### config.mk
export PLATFORM = sky130hd
export DESIGN_NAME = farm_road_detector
export DESIGN_NICKNAME = d
export VERILOG_FILES = /design/src/rtl/farm_road_detector_pkg.sv /design/src/rtl/loop_debounce.sv /design/src/rtl/farm_road_detector.sv
export SDC_FILE = /design/constraint.sdc
export NUM_CORES = 1
export LEC_CHECK = 0
export ABC_AREA = 1
export ABC_CLOCK_PERIOD_IN_PS = 2100
export CAP_MARGIN = 20
export CORE_AREA = 2 2 53 55
export DETAILED_ROUTE_END_ITERATION = 7
export DIE_AREA = 0 0 55 57
export PLACE_DENSITY = 0.68
export SLEW_MARGIN = 20
export SYNTH_ARGS = -nofsm -noshare
export SYNTH_HDL_FRONTEND = slang
export SYNTH_HIERARCHICAL = 1
export SYNTH_SLANG_ARGS = --single-unit
### constraint.sdc
create_clock -name clk -period 2.1 [get_ports clk]
set_input_delay 0.21 -clock clk [delete_from_list [all_inputs] [get_ports clk]]
set_output_delay 0.21 -clock clk [all_outputs]
set_load 0.05 [all_outputs]
### src/rtl/farm_road_detector_pkg.sv
// Shared constants for the farm-road detector and the traffic light controller.
// Latency: n/a (constants and a pure helper function only).
// Backpressure: n/a.
package farm_road_detector_pkg;

    // Farm-road lamp codes. They are one-hot, so any other value is a corrupted code.
    localparam logic [2:0] LAMP_GREEN  = 3'b001;
    localparam logic [2:0] LAMP_YELLOW = 3'b010;
    localparam logic [2:0] LAMP_RED    = 3'b100;

    // Request FSM encoding. IDLE must stay 0 because that is the reset value.
    typedef enum logic [1:0] {
        ST_IDLE  = 2'd0,
        ST_WAIT  = 2'd1,
        ST_SERVE = 2'd2
    } farm_state_t;

    function automatic logic lamp_legal(input logic [2:0] code);
        return (code == LAMP_GREEN) || (code == LAMP_YELLOW) || (code == LAMP_RED);
    endfunction

endpackage

### src/rtl/loop_debounce.sv
// Synchronizes the raw inductive-loop level and debounces it, flagging each accepted rise.
// Latency: 2 sync cycles + DEBOUNCE_CYCLES to move level; rise pulses in the cycle level becomes 1.
// Backpressure: none; free-running sampler.
// Ports: clk, rst (async active-high), loop_in (async raw level),
//        level (debounced level), rise (one-cycle pulse on level 0->1).
module loop_debounce #(
    parameter int DEBOUNCE_CYCLES = 3
) (
    input  logic clk,
    input  logic rst,
    input  logic loop_in,
    output logic level,
    output logic rise
);

    localparam logic [3:0] DEB_LAST = 4'(DEBOUNCE_CYCLES - 1);

    logic       sync_q1;
    logic       sync_q2;
    logic [3:0] deb_cnt;
    logic [3:0] deb_cnt_nxt;
    logic       level_nxt;

    // Count consecutive synchronized samples that disagree with the accepted level;
    // one agreeing sample throws the partial count away.
    always_comb begin
        level_nxt   = level;
        deb_cnt_nxt = '0;
        if (sync_q2 != level) begin
            if (deb_cnt == DEB_LAST) begin
                level_nxt = sync_q2;
            end else begin
                deb_cnt_nxt = deb_cnt + 4'd1;
            end
        end
    end

    always_ff @(posedge clk or posedge rst) begin
        if (rst) begin
            sync_q1 <= 1'b0;
            sync_q2 <= 1'b0;
            deb_cnt <= '0;
            level   <= 1'b0;
            rise    <= 1'b0;
        end else begin
            sync_q1 <= loop_in;
            sync_q2 <= sync_q1;
            deb_cnt <= deb_cnt_nxt;
            level   <= level_nxt;
            rise    <= level_nxt & ~level;
        end
    end

endmodule

### src/rtl/farm_road_detector.sv
// Counts vehicles queued on the farm road and raises a service request S to the light controller.
// Latency: loop rise to S=1 is 2 + DEBOUNCE_CYCLES + 1 cycles; departures every PASS_CYCLES green cycles.
// Backpressure: none; arrivals beyond MAX_CARS are dropped and flagged by sticky overflow.
// Ports: clk, rst (async active-high), loop_in (raw loop level), light_farm (lamp code),
//        S (request), car_count (queue depth), overflow (sticky), fault (sticky illegal lamp code).
module farm_road_detector
    import farm_road_detector_pkg::*;
#(
    parameter int DEBOUNCE_CYCLES = 3,
    parameter int PASS_CYCLES     = 2,
    parameter int MAX_CARS        = 15
) (
    input  logic       clk,
    input  logic       rst,
    input  logic       loop_in,
    input  logic [2:0] light_farm,
    output logic       S,
    output logic [3:0] car_count,
    output logic       overflow,
    output logic       fault
);

    localparam logic [3:0] PASS_LAST = 4'(PASS_CYCLES - 1);
    localparam logic [3:0] CAR_MAX   = 4'(MAX_CARS);

    logic        loop_level;
    logic        loop_rise;
    logic        arrival;
    logic        departure;
    logic        farm_green;
    logic [3:0]  pass_cnt;
    logic [3:0]  count_nxt;
    logic        ovf_set;
    farm_state_t state;
    farm_state_t state_nxt;

    loop_debounce #(
        .DEBOUNCE_CYCLES (DEBOUNCE_CYCLES)
    ) u_loop_debounce (
        .clk     (clk),
        .rst     (rst),
        .loop_in (loop_in),
        .level   (loop_level),
        .rise    (loop_rise)
    );

    // The rise pulse is registered alongside the level, so the level is always 1
    // while it is asserted; the AND only documents that an arrival is a confirmed vehicle.
    assign arrival = loop_rise & loop_level;

    // An illegal lamp code is deliberately not green: never release cars on a corrupt code.
    assign farm_green = (light_farm == LAMP_GREEN);
    assign departure  = farm_green && (pass_cnt == PASS_LAST) && (car_count != '0);

    always_ff @(posedge clk or posedge rst) begin
        if (rst) begin
            pass_cnt <= '0;
        end else if (!farm_green || (pass_cnt == PASS_LAST)) begin
            pass_cnt <= '0;
        end else begin
            pass_cnt <= pass_cnt + 4'd1;
        end
    end

    // A coincident arrival and departure cancel, so a full queue does not flag overflow then.
    always_comb begin
        count_nxt = car_count;
        ovf_set   = 1'b0;
        if (arrival && !departure) begin
            if (car_count == CAR_MAX) begin
                ovf_set = 1'b1;
            end else begin
                count_nxt = car_count + 4'd1;
            end
        end else if (departure && !arrival) begin
            count_nxt = car_count - 4'd1;
        end
    end

    // State follows the count it will hold next cycle, so S never lags car_count.
    always_comb begin
        state_nxt = ST_IDLE;
        if (count_nxt != '0) begin
            state_nxt = farm_green ? ST_SERVE : ST_WAIT;
        end
    end

    always_ff @(posedge clk or posedge rst) begin
        if (rst) begin
            state     <= ST_IDLE;
            car_count <= '0;
            overflow  <= 1'b0;
            fault     <= 1'b0;
        end else begin
            state     <= state_nxt;
            car_count <= count_nxt;
            overflow  <= overflow | ovf_set;
            fault     <= fault | ~lamp_legal(light_farm);
        end
    end

    assign S = (state != ST_IDLE);

endmodule

# Yosys cells after proc, flatten, opt, wreduce, memory -nomap -nowiden

Cells that the tools add are included.
Widths: inputs -> output; s select.

Equality and inequality tests: 7
Mux-type cells: 12
Bitwise logic cells: 6
Add/sub/neg operators: 4
Shift operators: 0
Div/mod/pow operators: 0
$mul: 0
Reduce and logical (&&, ||, !) cells: 13
Order comparisons: 0

Operators with widths:

| cell                | number |
|---|---|
| $mux 4              | 6 |
| $add 4x1->4 const B | 3 |
| $reduce_bool 4->1   | 2 |
| $eq 4x1->1 const B  | 1 |
| $eq 4x2->1 const B  | 1 |
| $eq 4x4->1 const B  | 1 |
| $logic_and 1x1->1   | 4 |
| $mux 1              | 4 |
| $mux 2              | 2 |
| $sub 4x1->4 const B | 1 |
| $eq 3x1->1 const B  | 1 |
| $eq 3x2->1 const B  | 1 |
| $eq 3x3->1 const B  | 1 |
| $logic_not 1->1     | 3 |
| $logic_or 1x1->1    | 3 |
| $and 1x1->1         | 2 |
| $not 1->1           | 2 |
| $or 1x1->1          | 2 |
| $reduce_bool 2->1   | 1 |
| $ne 1x1->1          | 1 |

RAM bits: 0
Memories kept: 0
Bits in read-only memories: 0
Word-level logic and storage cells: 52
Bits in registers: 20
Bits in latches: 0
Bits of input ports: 6

# Logic depth before layout (Yosys ltp)

Gate-level depths: netlist of the first run.

Depth in word-level cells: 8
Gate-level depth with buffers: 12
Depth with buffers taken out: 12

# By module

Netlist of the first run, hierarchy kept.

Modules (own cells, without submodules):

| module             | sequential area each (um^2) | area an instance (um^2) | times used | cells an instance |
|---|---|---|---|---|
| farm_road_detector | 300.3                       | 794.5                   | 1          | 89 |
| loop_debounce      | 200.2                       | 330.3                   | 1          | 34 |

# Least setup slack after synthesis of the first run

Ideal clock, no wire load.

Path type: register -> register
Start: register car_count[0]
End: register state[1]
Path buffers: 0
Data arrival time: 1.754 ns
Required time: 1.974 ns
Library setup time: 0.126 ns
Stages on the path, launching flop included: 13
Path slack: 0.220 ns
Cell sequence: dfrtp_1 > inv_1 > ha_1 > inv_1 > nor2_4 > nand2_4 > nand3_2 > nand2_1 > nand2_1 > nand2_1 > nand2_2 > nor2_2 > a21oi_1

Longest elaborated chain between the ends: 7

Ends and longest elaborated chain:

| what                                                                | RTL line                 | RTL |
|---|---|---|
| from (decl)                                                         | farm_road_detector.sv:18 | `output logic [3:0] car_count,` |
| from (signal assigned)                                              | farm_road_detector.sv:96 | `car_count <= count_nxt;` |
| parallel branches: the longest is 4 deep, another holds $sub 4x1->4 | --                       |  |
| $mux 4 (*)                                                          | farm_road_detector.sv:69 | `if (arrival && !departure) begin` |
| net count_nxt[0]                                                    | farm_road_detector.sv:32 | `logic [3:0] count_nxt;` |
| $reduce_bool 4->1 (*)                                               | farm_road_detector.sv:83 | `if (count_nxt != '0) begin` |
| $mux 2 (*)                                                          | farm_road_detector.sv:83 |  |
| net state_nxt[1]                                                    | farm_road_detector.sv:35 | `farm_state_t state_nxt;` |
| to (signal assigned)                                                | farm_road_detector.sv:95 | `state <= state_nxt;` |
| to (decl)                                                           | farm_road_detector.sv:34 | `farm_state_t state;` |

Mark *: on every way through the listed nets, which the timed path passes.

# Worst setup path after layout of the first run

Start: register car_count[2]
End: output port car_count[2]

No word-level cell between the ends.

==> results of run 1 <==
cell families after synthesis:
kind of cell	count (synthesis)
AND/OR/NAND/NOR	65
adder cells (fa/ha/maj)	6
XOR/XNOR	5
buffers and inverters	18
AO/OA/AOI/OAI	9
flip-flops	20
metrics by stage:
step                util [%]  hold WS, ns  power [W]
floorplan                  -      0.02566   0.001082
global placement       48.66       0.3368   0.001229
detailed placement     48.66       0.3498   0.001248
CTS                    49.52       0.1810   0.001423
global route           49.52       0.2093   0.001522
finish                 49.52       0.1800   0.001409
flip-flops by register name, indices dropped and copies added, names as in the netlist:
register                 flops
u_loop_debounce/deb_cnt      4
u_loop_debounce/rise         1
car_count                    4
u_loop_debounce/level        1
fault                        1
u_loop_debounce/sync_q2      1
overflow                     1
pass_cnt                     4
state                        2
u_loop_debounce/sync_q1      1
cell usage in the layout (no fill, tap or decap), types with 2 or more instances in the layout:
cell type and n:
nor2_2 4, dfrtp_1 20, inv_1 14, nand3_1 9, xnor2_1 3, nand2_2 8
o21ai_0 2, a21oi_1 3, nand3_2 4, nand2_1 17, nand4_1 6, nand2_4 3
ha_1 6, xor2_1 2, clkdlybuf4s50_1 12, nor2_1 10, clkbuf_4 3
final cells by class:
class | instances | area [sq um] | area share (%)
clock buffers | 3 | 22.52 | 1.739
inverters | 17 | 65.06 | 5.024
repair buffers | 12 | 120.1 | 9.275
flip-flops and latches | 20 | 500.5 | 38.65
well taps | 31 | 38.79 | 2.995
multi-input cells | 85 | 548.0 | 42.32
worst paths after layout:
| path | end | slack [ns] | cells past startpoint |
|---|---|---|---|
| worst max register to register | state[1]$_DFF_PP0_ | 0.37 | 11 |
| min in group clk | u_loop_debounce/sync_q1$_DFF_PP0_ | 0.36 | 1 |
| worst max-delay path | car_count[2] | 0.19 | 1 |
| max in group asynchronous | car_count[1]$_DFF_PP0_ | 1.55 | 2 |
| worst min register to register | u_loop_debounce/sync_q2$_DFF_PP0_ | 0.37 | 0 |
| worst min-delay path | u_loop_debounce/sync_q1$_DFF_PP0_ | 0.18 | 2 |
layer usage:
metal / global-route usage [%] / vias up / share of wire, % / routed length (um)
met2: 22.96 / 12 / 50 / 917
li1: - / 419 / - / -
met5: 0 / - / 0 / 0
met1: 19.62 / 378 / 45 / 822
met3: 3.141 / 4 / 3.0 / 55
met4: 5.923 / 0 / 1.7 / 31
power by group:
| part | internal [W] | switching (W) | leakage [nW] | total, W |
|---|---|---|---|---|
| Clock | 0.0000665 | 0.000101 | 0.0138 | 0.000168 |
| Combinational | 0.000232 | 0.000447 | 0.375 | 0.000680 |
| Sequential | 0.000462 | 0.0000993 | 0.261 | 0.000561 |
==> results.toml, run 1 <==
[route]
drc_errors = 0
vias = 813
drt-total-wl_um = 1827
wl_per_cell_um = 10.88
dr.pass1.iters = 4
post_drt_via_cell_ratio = 4.839
drt_iter0_markers = 10
drtAntennaViolNets = 0

[critical_path]
crit_chain = "clkdlybuf4s50_1"
cp.required_ns = 1.89
path_max_fanout = 8
cp.arrival_ns = 1.70
start_kind = "flop"
cp_slowest_stage_delay_ns = 0.87
crit_type = "flop to output port"
crit_buf_inv = 1
cp-startpoint = "car_count[2]$_DFF_PP0_"
end_kind = "output port"
rr_startpoint = "car_count[0]$_DFF_PP0_"
cp_slowest_cell = "clkdlybuf4s50_1"
worst_path_dominant_cell_family = "buffers and inverters"

[global_routing]
grt_pass1_vias = 848
antenna_found_initial = 0
gr-total-overflow = 0
grt_max_degree = 13
grt_usage_pct = 14.68
grt_pass1_wl_um = 3387

[synthesis]
synth_top_area_cell = "dfrtp_1"
synth_common_cells = "20 x dfrtp_1, 17 x nand2_1, 14 x inv_1, 10 x nor2_1, 9 x nand3_1"
postSynthAreaPerCell_sq_um = 9.145
synth_xor_area_share_pct = 3.893
synth_compound_area_share_pct = 4.783
syn_inst = 123
yosysWarnings = 6
yosys-mux-area-fraction_pct = 0
yosysMostFrequentCell = "dfrtp_1"
synthDistinctLibCells = 27
synth-seq-area-share_pct = 44.49
synth_top_family_by_area = "simple AND/OR/NAND/NOR gates"
synth-adder-area-share_pct = 6.674
ys.flop_type = "dfrtp_1"
ys_top_cells_by_area = "dfrtp_1 44%, ha_1 6.7%, nand2_1 5.7%, inv_1 4.7%, nand2_2 4.4%"
synth_top_area_share_pct = 44.49
ys_async_sr_fraction_pct = 100.0
syn_nets = 135
synthesis.area_sq_um = 1125
synthSimpleGateAreaFrac_pct = 33.37
synth_edf_count = 0
ys_ff_latch = 20

[hold_path]
hp-class = "input pin to asynchronous set/reset pin"

[cells_and_area]
area_delta_synth_final_pct = 15.13
instances_no_fill = 168
drive_gt1_share_pct = 20.44
fin_nets = 151
n_antenna_cell = 0
design_area_sq_um = 1295
fill_cells = 253

[power_and_ir_drop]
leakagePower_nw = 0.6505
ir_drop_uv = 661.6
p_per_area_nw_per_um2 = 1088

[sta]
postLayoutSetupSlackWorst_ns = 0.1946
fin_skew_ns = 0.0008884
maxSlewViolCount = 0
hold_violations = 0
slew_headroom_pct = 66.93
rsz0062_at_grt = "false"
setup_violations = 0
max_freq_mhz = 524.8
fin_crit_sh_pct = 90.73
fin_setup_tns_ns = 0
min_period_ns = 1.905
worstMarginPinSlew_ns = 0.4946

[floorplanning]
core_sq_um = 2615
ioPinCount = 13
die_h_um = 57
die_area_sq_um = 3135
num_rows = 19
die_w_um = 55
start_util_pct = 43.01

[placed_design]
place_area_sq_um = 1272
io_buffers = 12
gp_congestion = 0.8599
pre_cts_slack_ns = 0.3672
hpwl_um = 1477
dp.cells = 165

[clock_tree]
post_cts_buffers = 0
insertion_delay_ns = 0.28
numCtsBuffers = 3
cts_resized = 0
clk_path_buf_depth = 2
cts_root_buf = "clkbuf_4"
cts_hold_buf = 0
cts.sinks = 20
htreeDepth = 1
cts_tree = "built"
clkTransAtPathRegs_ns = 0.10

[flow_run]
maxCapViolCount = 0

[status]
outcome = "complete, no violations"
Note: power is estimated with default switching activity, not from simulation.
==> run 2: changes to the inputs <==
--- a/config.mk
+++ b/config.mk
@@ -11,7 +11,7 @@
 export CORE_AREA = 2 2 53 55
 export DETAILED_ROUTE_END_ITERATION = 7
 export DIE_AREA = 0 0 55 57
-export PLACE_DENSITY = 0.68
+export PLACE_DENSITY = 0.72
 export SLEW_MARGIN = 20
 export SYNTH_ARGS = -nofsm -noshare
 export SYNTH_HDL_FRONTEND = slang
==> run 2 against run 1 <==
Global-route usage shrank 0.061 points. Sequential share of layout area decreased by 0.41 points. Setup slack lost 0.030 ns. Register-to-register slack worse by 0.03 ns. Non-clock buffer count stayed put. Clock-buffer cell count up 1. First-iteration DRC count shrank 30%. Via count up 2.6%. Clock skew about the same. Total power up 3.8%. Wire length grew 4.4%. Core utilization grew 0.53 points. Critical endpoint unchanged. Largest cell class unchanged. Largest power group unchanged.
==> results.toml, run 2 (synthesized netlist as in run 1, its figures left out) <==
[status]
outcome = "complete, no violations"

[placed_design]
pre_cts_slack_ns = 0.3657
gp_congestion = 0.8760
io_buffers = 12
hpwl_um = 1558

[floorplanning]
die_h_um = 57
num_rows = 19
start_util_pct = 43.01
core_sq_um = 2615
die_w_um = 55
ioPinCount = 13
die_area_sq_um = 3135

[critical_path]
path_depth = 1
crit_buf_inv = 1
rr_worst_depth = 10
cp_slowest_stage_delay_ns = 0.87
cp.arrival_ns = 1.73
cp.required_ns = 1.89
worst_path_dominant_cell_family = "buffers and inverters"
path_max_fanout = 8
crit_type = "flop to output port"
cp_slowest_cell = "clkdlybuf4s50_1"
end_kind = "output port"
crit_chain = "clkdlybuf4s50_1"
start_kind = "flop"

[cells_and_area]
reg.largest.list = "car_count: 4 flops, pass_cnt: 4 flops, u_loop_debounce/deb_cnt: 4 flops"
final_cell_mix = "20 x dfrtp_1, 17 x nand2_1, 14 x inv_1"
n_antenna_cell = 0
area_delta_synth_final_pct = 16.35
register_area_sq_um = 500.5
multiInputGateArea_sq_um = 548.0
layout_commonest_cell = "dfrtp_1"
drive_gt1_share_pct = 21.01
fin_nets = 151
fill_cells = 256

[global_routing]
grt_pass1_vias = 842
grt_max_degree = 13
grt_pass1_wl_um = 3436
antenna_found_initial = 0
gr-total-overflow = 0
grt_usage_pct = 14.62

[sta]
hold_violations = 0
postLayoutSetupSlackWorst_ns = 0.1648
fin_skew_ns = 0.001111
min_period_ns = 1.935
slew_headroom_pct = 66.48
fin_setup_tns_ns = 0
rsz0062_at_grt = "false"
setup_violations = 0
worstMarginPinSlew_ns = 0.5012
fin_crit_sh_pct = 92.15
max_freq_mhz = 516.8
maxSlewViolCount = 0

[clock_tree]
post_cts_buffers = 0
insertion_delay_ns = 0.29
cts_tree = "built"
cts.sinks = 20
clkTransAtPathRegs_ns = 0.10
numCtsBuffers = 3
cts_hold_buf = 0
clk_path_buf_depth = 2
cts_resized = 0
cts_root_buf = "clkbuf_4"
htreeDepth = 1

[flow_run]
maxCapViolCount = 0

[route]
wl_per_cell_um = 11.28
drt_iter0_markers = 7
drtAntennaViolNets = 0
post_drt_via_cell_ratio = 4.935
drc_errors = 0
dr.pass1.iters = 4
drt-total-wl_um = 1907
vias = 834

[power_and_ir_drop]
power.switching_w = 0.0006617
seqPwrFrac_pct = 38.5
ir_drop_uv = 749.6
p_per_area_nw_per_um2 = 1117
p_int_w = 0.0007998
power_frac_clock_pct = 14.7
p_comb_share_pct = 46.9
leakagePower_nw = 0.6576
power_switching_share_pct = 45.27

[hold_path]
hp-class = "input pin to asynchronous set/reset pin"
-- run 2: cell count changes in the layout (fill, tap and decap cells not counted) --
cell      before  now
clkbuf_8       0    1
-- run 2: path summary, 6_finish.rpt --
kind,from,to,slack (ns)
hold reg to reg,u_loop_debounce/sync_q1$_DFF_PP0_,u_loop_debounce/sync_q2$_DFF_PP0_,0.36
setup reg to reg,car_count[0]$_DFF_PP0_,state[0]$_DFF_PP0_,0.34
max in group asynchronous,rst,pass_cnt[1]$_DFF_PP0_,1.51
setup / recovery,car_count[2]$_DFF_PP0_,car_count[2],0.16
min in group clk,loop_in,u_loop_debounce/sync_q1$_DFF_PP0_,0.35
hold / removal,rst,u_loop_debounce/deb_cnt[0]$_DFF_PP0_,0.18
-- run 2: layout make-up --
type                            instances  area share, %
Clock buffer                            4          2.772
Tap cell                               31          2.964
Multi-Input combinational cell         85          41.87
Sequential cell                        20          38.24
Timing Repair Buffer                   12          9.178
Inverter                               17          4.971
-- run 2: metrics by stage --
step                      hold WS [ns]  power [W]  util (%)  cells  area (sq um)
final                           0.1846   0.001462     50.05    169          1309
after global routing            0.2164   0.001569     50.05    169          1309
after CTS                       0.1915   0.001477     50.05    169          1309
after detailed placement        0.3381   0.001252     48.66    165          1272
after global placement          0.3356   0.001229     48.66    165          1272
after floorplan                0.02566   0.001082         -    123          1125
-- run 2: power groups by stage --
stage	Sequential (W)	Combinational (W)	Clock, W
2_1_floorplan	0.000645	0.000436	0
3_3_place_gp	0.000562	0.000667	0
3_5_place_dp	0.000568	0.000684	0
4_1_cts	0.000560	0.000689	0.000228
5_1_grt	0.000574	0.000754	0.000242
6_report	0.000562	0.000685	0.000215
-- run 2: per-layer routing --
metal	track usage [%]	vias to the layer above	part of all wire, %
met3	2.356	4	2.5
met2	24.83	12	53
met1	18.89	394	44
li1	-	424	-
met4	4.181	0	0.89
met5	0	-	0
==> run 3: changes to the inputs <==
--- a/config.mk
+++ b/config.mk
@@ -7,8 +7,9 @@
 export LEC_CHECK = 0
 export ABC_AREA = 1
 export ABC_CLOCK_PERIOD_IN_PS = 2100
-export CAP_MARGIN = 20
+export CAP_MARGIN = 10
 export CORE_AREA = 2 2 53 55
+export CTS_CLUSTER_DIAMETER = 60
 export DETAILED_ROUTE_END_ITERATION = 7
 export DIE_AREA = 0 0 55 57
 export PLACE_DENSITY = 0.72
==> results of run 3 <==
Same layout as run 2: the final DEF is identical, and so are final timing and power.
